## src/rtl/imm_arb.sv

```systemverilog
// Round-robin arbiter sharing one immediate generator between two decode ports, results queued in a tagged FIFO.
// Define IMM_ARB_FIXED_PRIO_EN for fixed priority (port 0 wins, no last-grant register).
module imm_arb #(
  parameter int unsigned DEPTH = 2
) (
  input  logic                     clk,
  input  logic                     rst_n,
  input  logic                     req_valid_0,
  input  logic                     req_valid_1,
  output logic                     req_ready_0,
  output logic                     req_ready_1,
  input  logic [24:0]              req_src_0,
  input  logic [24:0]              req_src_1,
  input  logic [2:0]               req_sel_0,
  input  logic [2:0]               req_sel_1,
  input  logic [63:0]              req_regs_0,
  input  logic [63:0]              req_regs_1,
  output logic                     out_valid,
  input  logic                     out_ready,
  output logic [63:0]              out_imm,
  output logic                     out_id,
  output logic [$clog2(DEPTH):0]   occ
);

  localparam int unsigned AW = $clog2(DEPTH);
  localparam logic [AW:0] DEPTH_C = (AW+1)'(DEPTH);

  localparam logic [2:0] IMM_M    = 3'd1;
  localparam logic [2:0] IMM_BR   = 3'd2;
  localparam logic [2:0] IMM_LDI  = 3'd3;
  localparam logic [2:0] IMM_LDUI = 3'd4;

  logic [AW-1:0] wptr_q, wptr_d, rptr_q, rptr_d;
  logic [AW:0]   occ_q, occ_d;
  logic [63:0]   imm_mem_q [DEPTH];
  logic          id_mem_q  [DEPTH];

  logic          space, grant_0, grant_1, push, pop, sel_id;
  logic [24:0]   sel_src;
  logic [2:0]    sel_sel;
  logic [63:0]   sel_regs, gen_imm;
  logic          unused_bits;

  // Shared immediate generator; only the low source/register bits matter.
  function automatic logic [63:0] imm_gen(input logic [2:0]  sel,
                                          input logic [19:0] src,
                                          input logic [16:0] regs);
    logic [63:0] r;
    r = 64'd0;
    case (sel)
      IMM_M:    r = {{54{src[9]}}, src[9:0]};
      IMM_LDI:  r = {{44{src[19]}}, src[19:0]};
      IMM_LDUI: r = {32'd0, src[14:0], regs};
      IMM_BR:   r = {47'd0, src[16], 4'd0, src[15:4]};
      default:  r = 64'd0;
    endcase
    return r;
  endfunction

`ifdef IMM_ARB_FIXED_PRIO_EN
  always_comb begin
    grant_0 = req_valid_0;
    grant_1 = req_valid_1 & ~req_valid_0;
  end
`else
  logic last_q, last_d;

  // Contested cycles go to the port that was not accepted last.
  always_comb begin
    grant_0 = req_valid_0 & (~req_valid_1 | last_q);
    grant_1 = req_valid_1 & (~req_valid_0 | ~last_q);
  end
`endif

  always_comb begin
    space       = (occ_q < DEPTH_C);
    req_ready_0 = grant_0 & space & rst_n;
    req_ready_1 = grant_1 & space & rst_n;
    push        = (req_valid_0 & req_ready_0) | (req_valid_1 & req_ready_1);
    out_valid   = (occ_q != '0);
    pop         = out_valid & out_ready;
    sel_id      = grant_1;
    sel_src     = sel_id ? req_src_1  : req_src_0;
    sel_sel     = sel_id ? req_sel_1  : req_sel_0;
    sel_regs    = sel_id ? req_regs_1 : req_regs_0;
    gen_imm     = imm_gen(sel_sel, sel_src[19:0], sel_regs[16:0]);
  end

  assign unused_bits = ^{sel_src[24:20], sel_regs[63:17]};

  always_comb begin
    wptr_d = wptr_q;
    rptr_d = rptr_q;
    occ_d  = occ_q;
    if (push) wptr_d = wptr_q + AW'(1);
    if (pop)  rptr_d = rptr_q + AW'(1);
    case ({push, pop})
      2'b10:   occ_d = occ_q + (AW+1)'(1);
      2'b01:   occ_d = occ_q - (AW+1)'(1);
      default: occ_d = occ_q;
    endcase
  end

`ifndef IMM_ARB_FIXED_PRIO_EN
  always_comb begin
    last_d = last_q;
    if (push) last_d = sel_id;
  end

  always_ff @(posedge clk or negedge rst_n) begin
    if (!rst_n) last_q <= 1'b1;
    else        last_q <= last_d;
  end
`endif

  always_ff @(posedge clk or negedge rst_n) begin
    if (!rst_n) begin
      wptr_q <= '0;
      rptr_q <= '0;
      occ_q  <= '0;
      for (int i = 0; i < int'(DEPTH); i++) begin
        imm_mem_q[i] <= 64'd0;
        id_mem_q[i]  <= 1'b0;
      end
    end else begin
      wptr_q <= wptr_d;
      rptr_q <= rptr_d;
      occ_q  <= occ_d;
      if (push) begin
        imm_mem_q[wptr_q] <= gen_imm;
        id_mem_q[wptr_q]  <= sel_id;
      end
    end
  end

  assign out_imm = imm_mem_q[rptr_q];
  assign out_id  = id_mem_q[rptr_q];
  assign occ     = occ_q;

endmodule
```

## config.mk

```make
export PLATFORM = sky130hd
export DESIGN_NAME = imm_arb
export DESIGN_NICKNAME = d
export VERILOG_FILES = /design/src/rtl/imm_arb.sv
export SDC_FILE = /design/constraint.sdc
export NUM_CORES = 1
export LEC_CHECK = 0
export ABC_AREA = 1
export BUFFER_PORTS_ARGS = -buffer_cell sky130_fd_sc_hd__buf_2
export CORE_ASPECT_RATIO = 1.4
export CORE_MARGIN = 1.5
export CORE_UTILIZATION = 40
export DETAILED_ROUTE_END_ITERATION = 10
export PLACE_DENSITY = 0.7
export RECOVER_POWER = 25
export SETUP_SLACK_MARGIN = 0.02
export SLEW_MARGIN = 20
export SYNTH_ARGS = -nofsm -noshare
export SYNTH_HDL_FRONTEND = slang
export SYNTH_SLANG_ARGS = --single-unit
```

## constraint.sdc

```tcl
create_clock -name clk -period 2.6 [get_ports clk]
set_clock_uncertainty 0.15 [all_clocks]
set_input_delay 0.26 -clock clk [delete_from_list [all_inputs] [get_ports clk]]
set_output_delay 0.26 -clock clk [all_outputs]
set_load 0.01 [all_outputs]
```

==> results.sh <==
export IMPL_die_w_microns=94.7
export IMPL_vdd_drop_max_uv=407
export IMPL_mappedNetlistNets=912
export IMPL_synthCells=722
export IMPL_dp_hpwl_mm=9.71
export IMPL_drv_cap=0
export IMPL_critical_path_peak_fanout=32
export IMPL_overflow=0
export IMPL_wire_per_inst_microns=13.8
export IMPL_first_iter_violations=259
export IMPL_p_leak_uw=0.00351
export IMPL_hold_path_class="in -> reg"
export IMPL_grt_max_degree=73
export IMPL_maxSlewViolCount=0
export IMPL_multi_input_area_sq_um=2300
export IMPL_seq_area_frac_synth=0.388
export IMPL_die_y_microns=131
export IMPL_synth_seq_cells=73
export IMPL_period_share=0.913
export IMPL_drc=0
export IMPL_cts_made_buffers=9
export IMPL_critical_path_arrival_ns=1.96
export IMPL_synth_avg_cell_area_sq_um=6.52
export IMPL_cts_htree_levels=3
export IMPL_start_util=0.413
export IMPL_grt_antenna_before_repair=0
export IMPL_cts_root_buf="clkbuf_16"
export IMPL_drt_pass1_iterations=5
export IMPL_path_clk_slew_ns=0.06
export IMPL_io_pins=259
export IMPL_die_area_sq_um=12400
export IMPL_status="finished clean"
export IMPL_clk_latency_ns=0.33
export IMPL_finalHoldViolations=0
export IMPL_register_area_sq_um=1830
export IMPL_grt_pass1_wl_mm=21.8
export IMPL_grt_pass1_vias=4443
export IMPL_worst_pin_slew_ns=0.972
export IMPL_viasPerCell=4.87
export IMPL_port_buffers=154
export IMPL_final_nets=1020
export IMPL_placementRows=46
export IMPL_fillers=1240
export IMPL_powerDensity_nw_per_um2=1070
export IMPL_p_total_uw=6020
export IMPL_cp_end_kind="output pin"
export IMPL_whs_ns=0.0549
export IMPL_cts_sinks=73
export IMPL_worstSetupStartpointType="flip-flop"
export IMPL_core_sq_um=11400
export IMPL_n_antenna_cell=0
export IMPL_rsz0062_at_grt="false"
export IMPL_tns_ns=0
export IMPL_synth_cell_types=30
export IMPL_setup_violations_final=0
export IMPL_drive_above_1_share=0.246
export IMPL_area_growth_pct=19.7
export IMPL_ant_nets=0
export IMPL_synth_warnings=0
export IMPL_relSlewSlack=0.352
export IMPL_gp_congestion=0.890
export IMPL_crit_type="reg -> out"
export IMPL_place_ws_ns=0.288
export IMPL_cp_data_required_time_ns=2.19
export IMPL_cts_setup_buffers=0
export IMPL_final_min_clock_period_ns=2.37
export IMPL_clock_path_buffers=2
export IMPL_wl_mm=13.5
export IMPL_fmax_mhz=421
export IMPL_worst_slack_ns=0.226
export IMPL_syn_area_sq_um=4710
export IMPL_grt_use_total=0.226
export IMPL_num_vias=4765
export IMPL_tritoncts="built"
## per-stage QoR
step           cell area [sq um]  cells  utilization
3_3_place_gp                5300    962        0.465
4_1_cts                     5660    979        0.496
2_1_floorplan               4710    722            -
3_5_place_dp                5300    962        0.465
6_report                    5640    979        0.495
5_1_grt                     5640    979        0.495
## cells in the final DEF, fill, tap and decap left out, drive strengths merged
master and instances:
a21oi 2, a31oi 2, buf 159, bufinv 3, clkbuf 17, clkinv 5
dfrtp 72, dfstp 1, dlygate4sd3 1, ha 1, inv 29, nand2 434
nand3 73, nand3b 2, nand4 1, nor2 16, nor3 1, o21ai 11
o22ai 1, or2 1, xnor2 1, xor2 2
## repair_timing
action,CTS,global route
hold buffers,1,0
hold endpoints to repair,1,0
setup endpoints to repair,0,1
gates resized for setup,0,1
## where the power goes
group          internal (uW)  switching (uW)
clock                    957             462
combinational            974            1790
sequential              1580             253
total                   3510            2510
## routing by layer
layer / global-route usage / vias up / part of all wire
met5: 0 / - / 0
met4: 0.115 / 0 / 0.038
met3: 0.0376 / 37 / 0.066
met2: 0.374 / 205 / 0.48
met1: 0.277 / 2127 / 0.42
li1: - / 2396 / -
## flip-flops by register name (all words and copies together), names as in the netlist
register	cells
last_q	1
imm_mem_q	66
id_mem_q	2
rptr_q	1
occ	2
wptr_q	1
## logic make-up after synthesis
logic type,synth area share
buffers and inverters,0.120
AOI/OAI and AO/OA,0.0186
xor gates and xnor gates,0.00558
and+or+nand+nor,0.465
DFF,0.388
adders and majority gates,0.00266
## layout make-up
| type | count | area share |
|---|---|---|
| Multi-Input combinational cell | 548 | 0.409 |
| Timing Repair Buffer | 167 | 0.153 |
| Clock inverter | 6 | 0.0186 |
| Tap cell | 144 | 0.0320 |
| Sequential cell | 73 | 0.324 |
| Inverter | 31 | 0.0213 |
| Clock buffer | 10 | 0.0424 |
## cells in the mapped netlist
master / number / area share
buf_2: 15 / 0.016
nand2_4: 1 / 0.0024
nand3b_1: 2 / 0.0032
nand3_1: 62 / 0.066
nor3_4: 1 / 0.0035
a21oi_1: 1 / 0.0011
nand2_1: 431 / 0.34
o21ai_0: 8 / 0.0085
dfstp_2: 1 / 0.0056
buf_6: 5 / 0.012
ha_1: 1 / 0.0027
clkinv_1: 1 / 0.00080
inv_4: 1 / 0.0013
xor2_1: 2 / 0.0037
inv_1: 22 / 0.018
dfrtp_1: 72 / 0.38
buf_4: 34 / 0.054
xnor2_1: 1 / 0.0019
a31oi_1: 2 / 0.0027
o21ai_1: 3 / 0.0032
nand4_1: 1 / 0.0013
inv_2: 7 / 0.0056
nand3_2: 11 / 0.023
clkbuf_1: 16 / 0.013
nand2_2: 2 / 0.0027
nor2_4: 3 / 0.0072
a21oi_2: 1 / 0.0019
or2_2: 1 / 0.0013
nor2_1: 13 / 0.010
o22ai_1: 1 / 0.0013
## final timing paths
kind,start,end,slack (ns),cells after the start
max,rptr_q,out_imm[8],0.23,5
min,out_ready,rptr_q,0.05,3
max reg2reg,last_q,imm_mem_q[11],0.33,8
min reg2reg,imm_mem_q[95],imm_mem_q[95],0.33,2
max in group asynchronous,rst_n,imm_mem_q[71],0.82,3
min in group asynchronous,rst_n,last_q,0.45,2
## critical path, cell delays in order (launching register included)
cell,delay (ns)
dfrtp_1,0.53
clkinv_1,0.14
clkbuf_2,0.50
nand2_1,0.21
nand2_1,0.09
buf_2,0.15
Note: power is estimated with default switching activity, not from simulation.
